$ cat src/rtl/eh2_lsu_ecc_scrub.sv
// DCCM ECC scrubber: collects corrected single-bit errors into a coalescing
// writeback queue, re-encodes the head entry, and keeps SBE/DBE statistics.
module eh2_lsu_ecc_scrub #(
   parameter int NBANK  = 2,
   parameter int DW     = 32,
   parameter int EW     = 7,
   parameter int AW     = 16,
   parameter int QDEPTH = 4,
   parameter int CW     = 16
) (
   input  logic                clk,
   input  logic                rst,
   input  logic [NBANK-1:0]    det_valid,
   input  logic [NBANK-1:0]    det_sbe,
   input  logic [NBANK-1:0]    det_dbe,
   input  logic [NBANK*AW-1:0] det_addr,
   input  logic [NBANK*DW-1:0] det_cdata,
   input  logic                ecc_disable,
   output logic                wb_valid,
   input  logic                wb_ready,
   output logic [AW-1:0]       wb_addr,
   output logic [DW-1:0]       wb_data,
   output logic [EW-1:0]       wb_ecc,
   output logic [CW-1:0]       sbe_cnt,
   output logic [CW-1:0]       dbe_cnt,
   input  logic                cnt_clr,
   input  logic [CW-1:0]       sbe_thresh,
   output logic                sbe_irq,
   output logic                q_ovf
);

   localparam int QAW = $clog2(QDEPTH);
   localparam int PW  = QAW + 1;
   localparam int SW  = CW + 3;

   // Hamming SECDED: data bits occupy the non-power-of-two code positions
   // starting at 3; the top bit is overall parity over data and check bits.
   function automatic logic [EW-1:0] secded_encode(input logic [DW-1:0] d);
      logic [EW-1:0] e;
      int            j;
      e = '0;
      j = 0;
      for (int p = 3; p < (1 << (EW-1)); p++) begin
         if (((p & (p - 1)) != 0) && (j < DW)) begin
            for (int k = 0; k < EW-1; k++) begin
               if (p[k]) e[k] = e[k] ^ d[j];
            end
            j++;
         end
      end
      e[EW-1] = ^{d, e[EW-2:0]};
      return e;
   endfunction

   logic [PW-1:0]     wptr, rptr, wptr_n, rptr_n;
   logic [QDEPTH-1:0] q_vld, vld_n;
   logic [AW-1:0]     q_addr [QDEPTH];
   logic [DW-1:0]     q_data [QDEPTH];
   logic [AW-1:0]     addr_n [QDEPTH];
   logic [DW-1:0]     data_n [QDEPTH];

   logic [QAW-1:0]    head;
   logic              pop;
   logic              drop;
   logic              hit;
   logic [QAW-1:0]    hit_idx;
   logic [QAW-1:0]    slot;

   logic [NBANK-1:0]  qual, sbe_q, dbe_q;
   logic [2:0]        sbe_pc, dbe_pc;
   logic [SW-1:0]     sbe_sum, dbe_sum;
   logic [CW-1:0]     sbe_cnt_n, dbe_cnt_n;
   logic              irq_n, ovf_n;

   // Writeback handshake: wb_valid is high whenever the queue holds an entry;
   // an entry transfers on a cycle with wb_valid & wb_ready, otherwise the
   // head (wb_addr/wb_data/wb_ecc) holds steady.
   assign head     = rptr[QAW-1:0];
   assign wb_valid = (wptr != rptr);
   assign pop      = wb_valid & wb_ready;
   assign wb_addr  = wb_valid ? q_addr[head] : '0;
   assign wb_data  = wb_valid ? q_data[head] : '0;
   assign wb_ecc   = secded_encode(wb_data);

   assign qual  = det_valid & {NBANK{~ecc_disable}};
   assign dbe_q = qual & det_dbe;
   assign sbe_q = qual & det_sbe & ~det_dbe;

   // Queue update: retire the head first, then place each bank's SBE in
   // bank order, merging into any live entry with the same address.
   always_comb begin
      vld_n   = q_vld;
      wptr_n  = wptr;
      rptr_n  = rptr + PW'(pop);
      drop    = 1'b0;
      hit     = 1'b0;
      hit_idx = '0;
      slot    = '0;
      for (int j = 0; j < QDEPTH; j++) begin
         addr_n[j] = q_addr[j];
         data_n[j] = q_data[j];
      end
      if (pop) vld_n[head] = 1'b0;
      for (int b = 0; b < NBANK; b++) begin
         hit     = 1'b0;
         hit_idx = '0;
         if (sbe_q[b]) begin
            for (int j = 0; j < QDEPTH; j++) begin
               if (!hit && vld_n[j] && (addr_n[j] == det_addr[b*AW +: AW])) begin
                  hit     = 1'b1;
                  hit_idx = QAW'(j);
               end
            end
            if (hit) begin
               data_n[hit_idx] = det_cdata[b*DW +: DW];
            end else if ((wptr_n - rptr_n) != PW'(QDEPTH)) begin
               slot         = wptr_n[QAW-1:0];
               vld_n[slot]  = 1'b1;
               addr_n[slot] = det_addr[b*AW +: AW];
               data_n[slot] = det_cdata[b*DW +: DW];
               wptr_n       = wptr_n + PW'(1);
            end else begin
               drop = 1'b1;
            end
         end
      end
   end

   // Statistics: a clear zeroes the old value before this cycle's events add in.
   always_comb begin
      sbe_pc = '0;
      dbe_pc = '0;
      for (int b = 0; b < NBANK; b++) begin
         sbe_pc = sbe_pc + {2'b00, sbe_q[b]};
         dbe_pc = dbe_pc + {2'b00, dbe_q[b]};
      end
      sbe_sum   = (cnt_clr ? {SW{1'b0}} : {3'b000, sbe_cnt}) + {{CW{1'b0}}, sbe_pc};
      dbe_sum   = (cnt_clr ? {SW{1'b0}} : {3'b000, dbe_cnt}) + {{CW{1'b0}}, dbe_pc};
      sbe_cnt_n = (|sbe_sum[SW-1:CW]) ? {CW{1'b1}} : sbe_sum[CW-1:0];
      dbe_cnt_n = (|dbe_sum[SW-1:CW]) ? {CW{1'b1}} : dbe_sum[CW-1:0];
      irq_n     = (sbe_thresh != '0) && (sbe_cnt < sbe_thresh) && (sbe_cnt_n >= sbe_thresh);
      ovf_n     = (q_ovf & ~cnt_clr) | drop;
   end

   always_ff @(posedge clk or posedge rst) begin
      if (rst) begin
         wptr    <= '0;
         rptr    <= '0;
         q_vld   <= '0;
         sbe_cnt <= '0;
         dbe_cnt <= '0;
         sbe_irq <= 1'b0;
         q_ovf   <= 1'b0;
         for (int j = 0; j < QDEPTH; j++) begin
            q_addr[j] <= '0;
            q_data[j] <= '0;
         end
      end else begin
         wptr    <= wptr_n;
         rptr    <= rptr_n;
         q_vld   <= vld_n;
         sbe_cnt <= sbe_cnt_n;
         dbe_cnt <= dbe_cnt_n;
         sbe_irq <= irq_n;
         q_ovf   <= ovf_n;
         for (int j = 0; j < QDEPTH; j++) begin
            q_addr[j] <= addr_n[j];
            q_data[j] <= data_n[j];
         end
      end
   end

endmodule

$ cat config.mk
export PLATFORM = sky130hd
export DESIGN_NAME = eh2_lsu_ecc_scrub
export DESIGN_NICKNAME = d
export VERILOG_FILES = /design/src/rtl/eh2_lsu_ecc_scrub.sv
export SDC_FILE = /design/constraint.sdc
export NUM_CORES = 1
export LEC_CHECK = 0
export CORE_ASPECT_RATIO = 0.6
export CORE_UTILIZATION = 57
export DETAILED_ROUTE_END_ITERATION = 10
export HOLD_SLACK_MARGIN = 0.06
export PLACE_DENSITY_LB_ADDON = 0.08
export SYNTH_ARGS = -nofsm -noshare
export SYNTH_HDL_FRONTEND = slang
export SYNTH_SLANG_ARGS = --single-unit
$ cat constraint.sdc
create_clock -name clk -period 11.4 [get_ports clk]
set_input_delay 3.42 -clock clk [delete_from_list [all_inputs] [get_ports clk]]
set_output_delay 3.42 -clock clk [all_outputs]
set_load 0.01 [all_outputs]
Word-level counts from Yosys, hierarchy flattened --
Cells that the tools add are included.
Word-level totals: bits in registers 236, logic and storage cells 279, input bits 123, output and inout bits 90
Cells by class: $add $sub $neg 9, eq/ne operators 11, bitwise operators 103, reduce and logical (&&, ||, !) cells 33, $lt $le $gt $ge 17, multiplexer cells 91
Operator list (count):
- two-way mux 128 bit | 6
- bitwise mux 128 bit | 4
- two-way mux 64 bit | 6
- demux 32 bit (select 2 bit) | 4
- two-way mux 32 bit | 7
- two-way mux 16 bit | 9
- bitwise mux 64 bit | 2
- == test 16 bit | 8
- bitwise XOR 1 bit | 84
- binary-select mux 32 bit (select 2 bit) | 1
- demux 16 bit (select 2 bit) | 2
- parity 38 bit | 1
- binary-select mux 16 bit (select 2 bit) | 1
- two-way mux 4 bit | 7
- two-way mux 1 bit | 27
- logical AND 1 bit | 23
- adder 19 x 3 -> 19 bit | 1
- two-way mux 3 bit | 6
- adder 16 x 2 -> 17 bit | 1
- greater-or-equal comparator 16 bit | 1
- < comparator 16 bit | 1
- nonzero test 16 bit | 1
- greater-or-equal comparator 3 bit, second input constant | 5
- inverter 2 -> 3 bit | 5
- other kinds (21) | 51

Depth between registers and ports, before layout --
Gate-level depths: netlist (run 1).
word-level depth 54, mapped depth 31, gate-level depth less buffers 24

Worst setup path before layout (run 1) --
No wires, ideal clock.
path type in2reg, start point input port wb_ready, end point register q_data[66] (netlist bit), required time 11.273 ns, buffers on the path 3, stages on the path 23, library setup time 0.127 ns, data arrival time 7.379 ns, setup slack 3.894 ns, cell sequence and2_1 -> ha_1 -> ha_1 -> inv_1 -> ha_1 -> nor2b_1 -> xnor2_1 -> nand3_1 -> o21ai_1 -> nor3_1 -> o21ai_0 -> ha_1 -> nand2b_1 -> xnor2_1 -> xnor2_1 -> nand3_1 -> and2_1 -> buf_2 -> and3_1 -> buf_6 -> o21ai_4 -> buf_6 -> mux2_1
RTL lines:
- start: declaration | RTL line 20 | input logic wb_ready,
- end signal: indexed assignment | RTL line 168 | q_data[j] <= data_n[j];
- end: declaration | RTL line 58 | logic [DW-1:0] q_data [QDEPTH];

==> results of run 1 <==
[cell type report]
cell class | count | area (um^2) | area share [%]
inverters | 57 | 221 | 1.09
well taps | 400 | 500 | 2.47
clock buffers | 35 | 703 | 3.47
multi-input cells | 1126 | 10500 | 51.8
clock inverters | 9 | 149 | 0.736
diodes | 1 | 2.50 | 0.0124
repair buffers | 232 | 2270 | 11.2
flip-flops and latches | 236 | 5910 | 29.2
[sequential cells by signal, summed over array words and instances (netlist names)]
signal	cells
rptr	3
q_data	128
sbe_irq	1
sbe_cnt	16
q_vld	4
wptr	3
dbe_cnt	16
q_ovf	1
q_addr	64
[worst max-delay path by stage]
stage / start / to / slack, ps / cells after the start
final: det_addr[1] / q_data[70] / 1920 / 17
after global routing: det_addr[1] / q_data[70] / 1840 / 17
after CTS: det_addr[1] / q_data[70] / 2180 / 17
after detailed placement: det_addr[1] / q_data[93] / 1650 / 17
after global placement: det_addr[1] / q_data[69] / 1950 / 17
after floorplan: rst / dbe_cnt[0] / 1510 / 1
[stage by stage]
stage | cells | utilization, %
after floorplan | 1516 | -
after global placement | 2051 | 66.8
after detailed placement | 2051 | 66.8
after CTS | 2095 | 69.8
after global routing | 2095 | 69.8
final | 2096 | 69.8
[metal layers]
layer | global-route usage, % | up-vias
met3 | 9.65 | 74
met5 | 0 | -
met1 | 52.5 | 6595
met4 | 7.03 | 0
li1 | - | 5740
met2 | 50.3 | 571
[cells in the mapped netlist, drive strengths merged (3+ instances only)]
library cell  instances  area [um^2]
nand2                51          191
o221ai                3         26.3
clkbuf               46          173
nor3b                 3         22.5
nor4                 28          203
and2                 53          332
mux2i               112         1120
inv                  57          214
o21ai                43          226
mux2                273         3070
nor2b                20          125
nand3                33          170
and3                  5         31.3
xor2                 89          780
a21o                 12         90.1
a222oi                3         30.0
and4b                 3         30.0
buf                  51          297
o22ai                 8         50.1
dfrtp               236         5910
nor3                 10         60.1
xnor2               132         1160
nor2                 44          168
a21oi                10         50.1
a22oi                 4         30.0
a2111oi               3         32.5
nand4                27          169
ha                   49          613
nand2b               18          113
mux4                 48         1080
o2bb2ai               3         32.5
nand3b                3         22.5
a211oi                4         30.0
[cells by family (layout without fill, tap and decap cells)]
kind of cell	after synthesis	count (layout)
muxes	433	433
and+or+nand+nor	308	308
DFF	236	236
xor gates and xnor gates	222	222
buffers and inverters	154	333
AOI/OAI and AO/OA	112	112
adders and majority gates	51	51
other	0	1
[critical path, stage by stage]
cell	delay (ps)
clkdlybuf4s50_1	700
xor2_1	280
nor4_1	700
nand4_1	270
o21ai_1	630
nor3_1	260
o21ai_0	590
ha_1	250
nand2b_1	110
xnor2_1	140
xnor2_1	150
nand3_1	170
and2_1	250
and3_1	480
o21ai_4	660
buf_4	410
mux2_1	370
[power groups by stage]
stage | clock, mW | sequential [mW] | combinational [mW]
2_1_floorplan | 0 | 1.40 | 3.81
3_3_place_gp | 0 | 1.55 | 5.79
3_5_place_dp | 0 | 1.56 | 5.85
4_1_cts | 0.889 | 1.55 | 5.88
5_1_grt | 0.919 | 1.60 | 6.27
6_report | 0.875 | 1.57 | 5.88
==> results.yml, run 1 <==
floorplanning:
  die_area_um2: 30500
  initial_core_util_pct: 58.6
  die_x_um: 225
  boundaryPins: 213
  dieHeight_um: 136
  coreArea_um2: 29000
  rows: 48
clocking:
  clockRootBuffer: "clkbuf_16"
  clk_latency_ps: 540
  post_cts_buffers: 0
  clockBufferDepth: 3
  cts_hold_buf: 0
  cts_resized: 0
  cts_buffers: 24
  cts_tree: "done"
  clk_pin_slew_ps: 60
  htree_levels: 1
  cts.sinks: 236
yosys:
  synth_edf_count: 0
  synth_mux_area_share_pct: 31.0
  synth_adder_area_share_pct: 3.84
  yosys_register_bits: 236
  synth.distinct_cells: 71
  synth_flop_cell: "dfrtp_1"
  async_flop_share_pct: 100
  synthCells: 1516
  synth_top_family_by_area: "multiplexers"
  synth_xor_area_share_pct: 11.5
  ys_seq_area_share_pct: 34.7
  synth-simple-area-share_pct: 10.1
  yosys_warnings: 0
  synth_nets: 1690
  netlist_area_um2: 17000
  syn_area_per_cell_um2: 11.2
  synth_compound_area_share_pct: 4.68
power:
  p_total_mw: 8.33
  comb_power_share_pct: 70.6
  irDropWorstVdd_mv: 1.51
  p_per_area_nw_per_um2: 411
  leakage_nw: 8.57
  p_sw_share_pct: 40.3
  p_clk_share_pct: 10.5
  p_switching_mw: 3.36
  seqPwrFrac_pct: 18.8
  p_int_mw: 4.97
drt:
  top_layer_used: "met4"
  vias: 13000
  routedWlPerCell_um: 25.2
  wl_mm: 52.8
  wl_met1_mm: 24.4
  route.met3.wl_mm: 5.07
  drcViolationCount: 0
  via_per_inst: 6.19
  first_pass_iters: 7
  drt_iter0_markers: 1393
  antenna_left: 0
  route.met2.wl_mm: 22.4
timing:
  fin_worst_skew_ps: 19.8
  fin_crit_sh_pct: 83.2
  hold_viol_final: 0
  setup_ws_ps: 1920
  tightest_slew_ps: 1140
  slew_viol_final: 0
  slew_headroom_pct: 23.5
  rsz0062_at_grt: "false"
  hold_slack_ps: 544
  fmax_mhz: 105
  finalSetupTns_ps: 0
  fin_crit_ps: 9480
  setup_viol: 0
critical_path:
  r2r-start: "rptr[0]"
  worstSetupStartpointType: "input pin"
  arrival_ps: 9890
  worst-r2r-setup-slack_ps: 3830
  worstSetupEndpointType: "register"
  worstSetupPathType: "in -> reg"
  required_ps: 11810
  worstReg2RegEnd: "q_data[70]"
  crit_path_max_fanout: 17
  ff2ff_path_depth: 24
place:
  place_ws_ps: 1650
  dp_hpwl_mm: 38.0
  port_buffers: 212
  place.gp.congestion: 1.06
  placed_area_um2: 19400
hold_path:
  holdCritPathClass: "reg -> reg"
  hold_path_end: "rptr[2]"
  whs_path_depth: 1
  min_from: "rptr[2]"
cells_and_area:
  fin_area_um2: 20200
  syn_to_final_growth_pct: 19.1
  drive_above_1_share_pct: 19.0
  layout.cells.most_common_list: "dfrtp_1 (234), clkdlybuf4s50_1 (212), mux2_2 (192)"
  final_common_cell: "dfrtp_1"
  fillers: 2203
  final_nets: 1851
global_routing:
  grt_usage_pct: 35.0
  antenna_found_initial: 1
  grt_max_degree: 105
  grt_overflow: 0
  grt_pass1_vias: 13200
  grt_pass1_wl_mm: 80.6
outcome:
  status: "finished, final reports clean"
run:
  drv_cap: 0
Power figures use the tool's default switching activity.
==> inputs of run 2 (changes only) <==
==> constraint.sdc (replaced) <==
create_clock -name clk -period 8.9 [get_ports clk]
set_input_delay 2.67 -clock clk [delete_from_list [all_inputs] [get_ports clk]]
set_output_delay 2.67 -clock clk [all_outputs]
set_load 0.01 [all_outputs]
==> run 2 against run 1 <==
- first-iteration DRC count fell by 5.4%
- combinational power grew 26%
- die area unchanged
- non-clock buffer count rose by 12
- flip-flop and latch count is the same
- clock power rose by 18%
- clock skew rose by 2.7 ps
- critical endpoint is now q_data[86]
==> results.yml, run 2 (synthesized netlist as in run 1, its figures left out) <==
critical_path:
  path_cells: "clkdlybuf4s50_1, xor2_1, nor4_1, nand4_1, o2bb2ai_2, nor3_1, o21ai_0, ha_1, nand2b_1, xnor2_1, xnor2_1, nand3_1, and2_1, and3_1, o21ai_4, buf_12, mux2_1"
  worstSetupPathType: "in -> reg"
  worstSetupStartpointType: "input pin"
  required_ps: 9310
  crit_path_frequent_cell: "xnor2_1"
  slowest_stage: "clkdlybuf4s50_1"
  crit_family: "simple AND/OR/NAND/NOR gates"
  worstSetupEndpointType: "register"
  worst-r2r-setup-slack_ps: 2000
  arrival_ps: 8280
  max_stage_delay_ps: 700
  path_buf_inv: 2
  crit_path_max_fanout: 32
place:
  port_buffers: 212
  placed_area_um2: 19500
  place.gp.congestion: 1.05
  dp_cells: 2063
  dp_hpwl_mm: 38.1
global_routing:
  grt_usage_pct: 34.8
  antenna_found_initial: 0
  grt_max_degree: 143
  grt_pass1_wl_mm: 80.3
  grt_overflow: 0
  grt_pass1_vias: 13100
power:
  p_per_area_nw_per_um2: 516
  irDropWorstVdd_mv: 1.54
  leakage_nw: 8.60
clocking:
  cts_hold_buf: 0
  cts_buffers: 24
  clockRootBuffer: "clkbuf_16"
  cts_resized: 0
  clockBufferDepth: 3
  cts_tree: "done"
  clk_pin_slew_ps: 70
  clk_latency_ps: 540
  htree_levels: 1
  cts.sinks: 236
  post_cts_buffers: 0
cells_and_area:
  final_nets: 1863
  drive_above_1_share_pct: 19.6
  final_util_pct: 69.9
  syn_to_final_growth_pct: 19.3
  layout.cells.most_common_list: "dfrtp_1 (234), clkdlybuf4s50_1 (212), mux2_2 (192)"
  fin_area_um2: 20300
  final_common_cell: "dfrtp_1"
  largest_reg_flops: 128
  fin_cells: 2108
  reg_top3: "q_data (128), q_addr (64)"
  regMostFlops: "q_data"
  fillers: 2138
floorplanning:
  boundaryPins: 213
  dieHeight_um: 136
  die_x_um: 225
  die_area_um2: 30500
  rows: 48
  initial_core_util_pct: 58.6
  coreArea_um2: 29000
timing:
  hold_slack_ps: 550
  tightest_slew_ps: 1220
  slew_headroom_pct: 18.2
  fin_worst_skew_ps: 22.6
  hold_viol_final: 0
  rsz0062_at_grt: "false"
  fmax_mhz: 127
  setup_viol: 0
  slew_viol_final: 0
  fin_crit_ps: 7880
  finalSetupTns_ps: 0
  fin_crit_sh_pct: 88.5
run:
  drv_cap: 0
outcome:
  status: "finished, final reports clean"
drt:
  wl_mm: 52.6
  via_per_inst: 6.25
  drcViolationCount: 0
  antenna_left: 0
  first_pass_iters: 10
  routedWlPerCell_um: 24.9
  vias: 13200
  drt_iter0_markers: 1318
hold_path:
  holdCritPathClass: "reg -> reg"
[run 2: cell types whose count changed in the layout (fill, tap and decap cells not counted), sizes merged]
cell / previous run / this run
clkinv: 5 / 7
clkinvlp: 0 / 2
buf: 20 / 32
inv: 57 / 56
bufinv: 4 / 1
[run 2: path summary, 6_finish.rpt]
kind,from,endpoint,depth (start not counted)
hold / removal,dbe_cnt[4],dbe_cnt[4],1
setup reg to reg,rptr[1],q_data[86],24
max in group asynchronous,rst,sbe_cnt[7],3
min in group asynchronous,rst,q_data[44],2
setup / recovery,det_addr[15],q_data[86],17
hold reg to reg,dbe_cnt[4],dbe_cnt[4],1
[run 2: per-layer routing]
layer | vias up | global-route usage [%] | wire length (um)
met2 | 633 | 49.7 | 22300
met5 | - | 0 | 0
li1 | 5756 | - | -
met4 | 0 | 5.44 | 671
met1 | 6728 | 54.6 | 24800
met3 | 55 | 6.90 | 4790
[run 2: layout make-up]
| type | count | area, um^2 | area share, % |
|---|---|---|---|
| sequential | 236 | 5910 | 29.1 |
| clock buffer | 35 | 703 | 3.47 |
| timing repair buffer | 244 | 2390 | 11.8 |
| antenna | 1 | 2.50 | 0.0123 |
| clock inverter | 9 | 76.3 | 0.376 |
| inverter | 57 | 218 | 1.07 |
| tap | 400 | 500 | 2.47 |
| multi-input combinational | 1126 | 10500 | 51.7 |
[run 2: power breakdown]
part           switching [mW]  internal (mW)  leakage, nW
logic                    3.31           4.10         5.24
registers               0.491           1.53         2.97
clock network           0.448          0.579        0.386
[run 2: per-stage QoR]
step           total power [mW]  worst slack [ps]
6_report                   10.5              1020
5_1_grt                    11.1               821
4_1_cts                    10.4              1260
3_5_place_dp               9.39               714
3_3_place_gp               9.28               900
2_1_floorplan              6.59              2140
==> inputs of run 3 (changes only) <==
--- a/config.mk
+++ b/config.mk
@@ -5,7 +5,7 @@
 export SDC_FILE = /design/constraint.sdc
 export NUM_CORES = 1
 export LEC_CHECK = 0
-export CORE_ASPECT_RATIO = 0.6
+export CORE_ASPECT_RATIO = 2
 export CORE_UTILIZATION = 57
 export DETAILED_ROUTE_END_ITERATION = 10
 export HOLD_SLACK_MARGIN = 0.06
==> run 3 against run 2 <==
- count of clock-buffer cells in the layout shrank 7
- flip-flop and latch count stayed put
- design area down 0.28%
- sequential share of layout area is 0.083 points higher
- critical path type unchanged
- highest routed layer is now met5
- combinational power grew 3.2%
- non-clock buffer count is the same
- utilization shrank 1.1 points
- clock skew decreased by 6.3 ps
==> results.yml, run 3 (synthesized netlist as in run 1, its figures left out) <==
drt:
  vias: 13100
  first_pass_iters: 5
  drcViolationCount: 0
  routedWlPerCell_um: 26.7
  via_per_inst: 6.34
  drt_iter0_markers: 822
  antenna_left: 0
  wl_mm: 55.3
timing:
  fin_worst_skew_ps: 16.3
  tightest_slew_ps: 1200
  hold_slack_ps: 534
  setup_viol: 0
  fin_crit_sh_pct: 89.7
  hold_viol_final: 0
  finalSetupTns_ps: 0
  slew_viol_final: 0
  slew_headroom_pct: 19.7
  fmax_mhz: 125
  rsz0062_at_grt: "false"
  fin_crit_ps: 7990
critical_path:
  worstSetupPathType: "in -> reg"
  slowest_stage: "nor4_4"
  worstSetupEndpointType: "register"
  crit_path_max_fanout: 11
  path_buf_inv: 3
  path_cells: "clkdlybuf4s50_1, xor2_1, nor4_1, nand4_1, o21ai_1, nor4_4, buf_4, mux2i_1, a21o_1, a2111o_1, and3_1, nand4_1, buf_4, mux2i_1"
  crit_family: "simple AND/OR/NAND/NOR gates"
  arrival_ps: 8370
  max_stage_delay_ps: 1020
  worstSetupStartpointType: "input pin"
  required_ps: 9290
power:
  seqPwrFrac_pct: 18.7
  p_per_area_nw_per_um2: 528
  comb_power_share_pct: 71.8
  p_clk_share_pct: 9.5
  irDropWorstVdd_mv: 3.54
  p_int_mw: 6.18
  p_switching_mw: 4.49
  leakage_nw: 8.59
  p_sw_share_pct: 42.1
clocking:
  clockRootBuffer: "clkbuf_16"
  post_cts_buffers: 0
  clockBufferDepth: 3
  cts_hold_buf: 0
  cts_tree: "done"
  cts_resized: 0
  cts_buffers: 23
  cts.sinks: 236
  htree_levels: 1
  clk_latency_ps: 540
  clk_pin_slew_ps: 70
cells_and_area:
  drive_above_1_share_pct: 19.7
  final_common_cell: "dfrtp_1"
  reg_top3: "q_data (128), q_addr (64)"
  layout.cells.most_common_list: "dfrtp_1 (234), clkdlybuf4s50_1 (212), mux2_2 (192)"
  final_nets: 1862
  largest_reg_flops: 128
  regMostFlops: "q_data"
  syn_to_final_growth_pct: 19.0
floorplanning:
  die_x_um: 124
  coreArea_um2: 29400
  initial_core_util_pct: 57.8
  rows: 89
  dieHeight_um: 246
  die_area_um2: 30600
  boundaryPins: 213
global_routing:
  grt_pass1_wl_mm: 83.3
  grt_overflow: 0
  grt_pass1_vias: 14100
  grt_usage_pct: 37.4
  grt_max_degree: 154
  antenna_found_initial: 3
place:
  port_buffers: 212
  place.gp.congestion: 1.02
  dp_hpwl_mm: 39.2
hold_path:
  holdCritPathClass: "reg -> reg"
outcome:
  status: "finished, final reports clean"
run:
  drv_cap: 0
[run 3: worst paths after layout]
path | depth (start not counted) | start | end | slack, ps
setup / recovery | 14 | det_addr[10] | q_addr[1] | 910
hold / removal | 1 | rptr[2] | rptr[2] | 530
setup reg to reg | 21 | rptr[0] | q_addr[1] | 1610
hold reg to reg | 1 | rptr[2] | rptr[2] | 530
max in group asynchronous | 3 | rst | q_addr[39] | 5190
min in group asynchronous | 2 | rst | q_data[52] | 2460
[run 3: stage by stage]
| step | std cells | power [mW] | worst slack [ps] | area [um^2] | utilization (%) |
|---|---|---|---|---|---|
| global placement | 2027 | 9.48 | 670 | 19500 | 66.2 |
| finish | 2068 | 10.7 | 915 | 20200 | 68.8 |
| global route | 2068 | 11.2 | 811 | 20200 | 68.8 |
| CTS | 2067 | 10.6 | 1110 | 20200 | 68.8 |
| floorplan | 1516 | 6.59 | 2140 | 17000 | - |
| detailed placement | 2027 | 9.56 | 612 | 19500 | 66.2 |
[run 3: worst register-to-register path, stage by stage, from the launching register on]
cell	delay, ps
dfrtp_4	790
xnor2_1	240
and3_1	750
inv_1	130
and2_1	200
ha_1	180
ha_1	290
inv_1	60
ha_1	180
nor2b_1	140
xnor2_1	90
nand3_1	160
o21ai_1	270
nor4_4	1020
buf_4	370
mux2i_1	260
a21o_1	210
a2111o_1	120
and3_1	270
nand4_1	800
buf_4	500
mux2i_1	130
[run 3: layer usage]
layer	vias up	GRT usage, %	part of all wire [%]
li1	5745	-	-
met1	6569	38.4	34
met2	539	64.8	52
met3	256	7.06	5.7
met4	4	29.4	9.0
met5	-	0	0.047
[run 3: power by group through the flow]
stage	clock network [mW]	logic (mW)	registers, mW
3_3_place_gp	0	7.51	1.97
3_5_place_dp	0	7.56	2.00
4_1_cts	1.03	7.63	1.98
6_report	1.02	7.66	2.00
2_1_floorplan	0	4.80	1.79
5_1_grt	1.06	8.06	2.04
[run 3: final cells by class]
type / instances / area (um^2)
multi-input combinational: 1126 / 10500
fill: 2272 / 9180
sequential: 236 / 5910
timing repair buffer: 244 / 2400
clock buffer: 28 / 634
tap: 364 / 455
inverter: 57 / 218
clock inverter: 12 / 119
antenna: 1 / 2.50
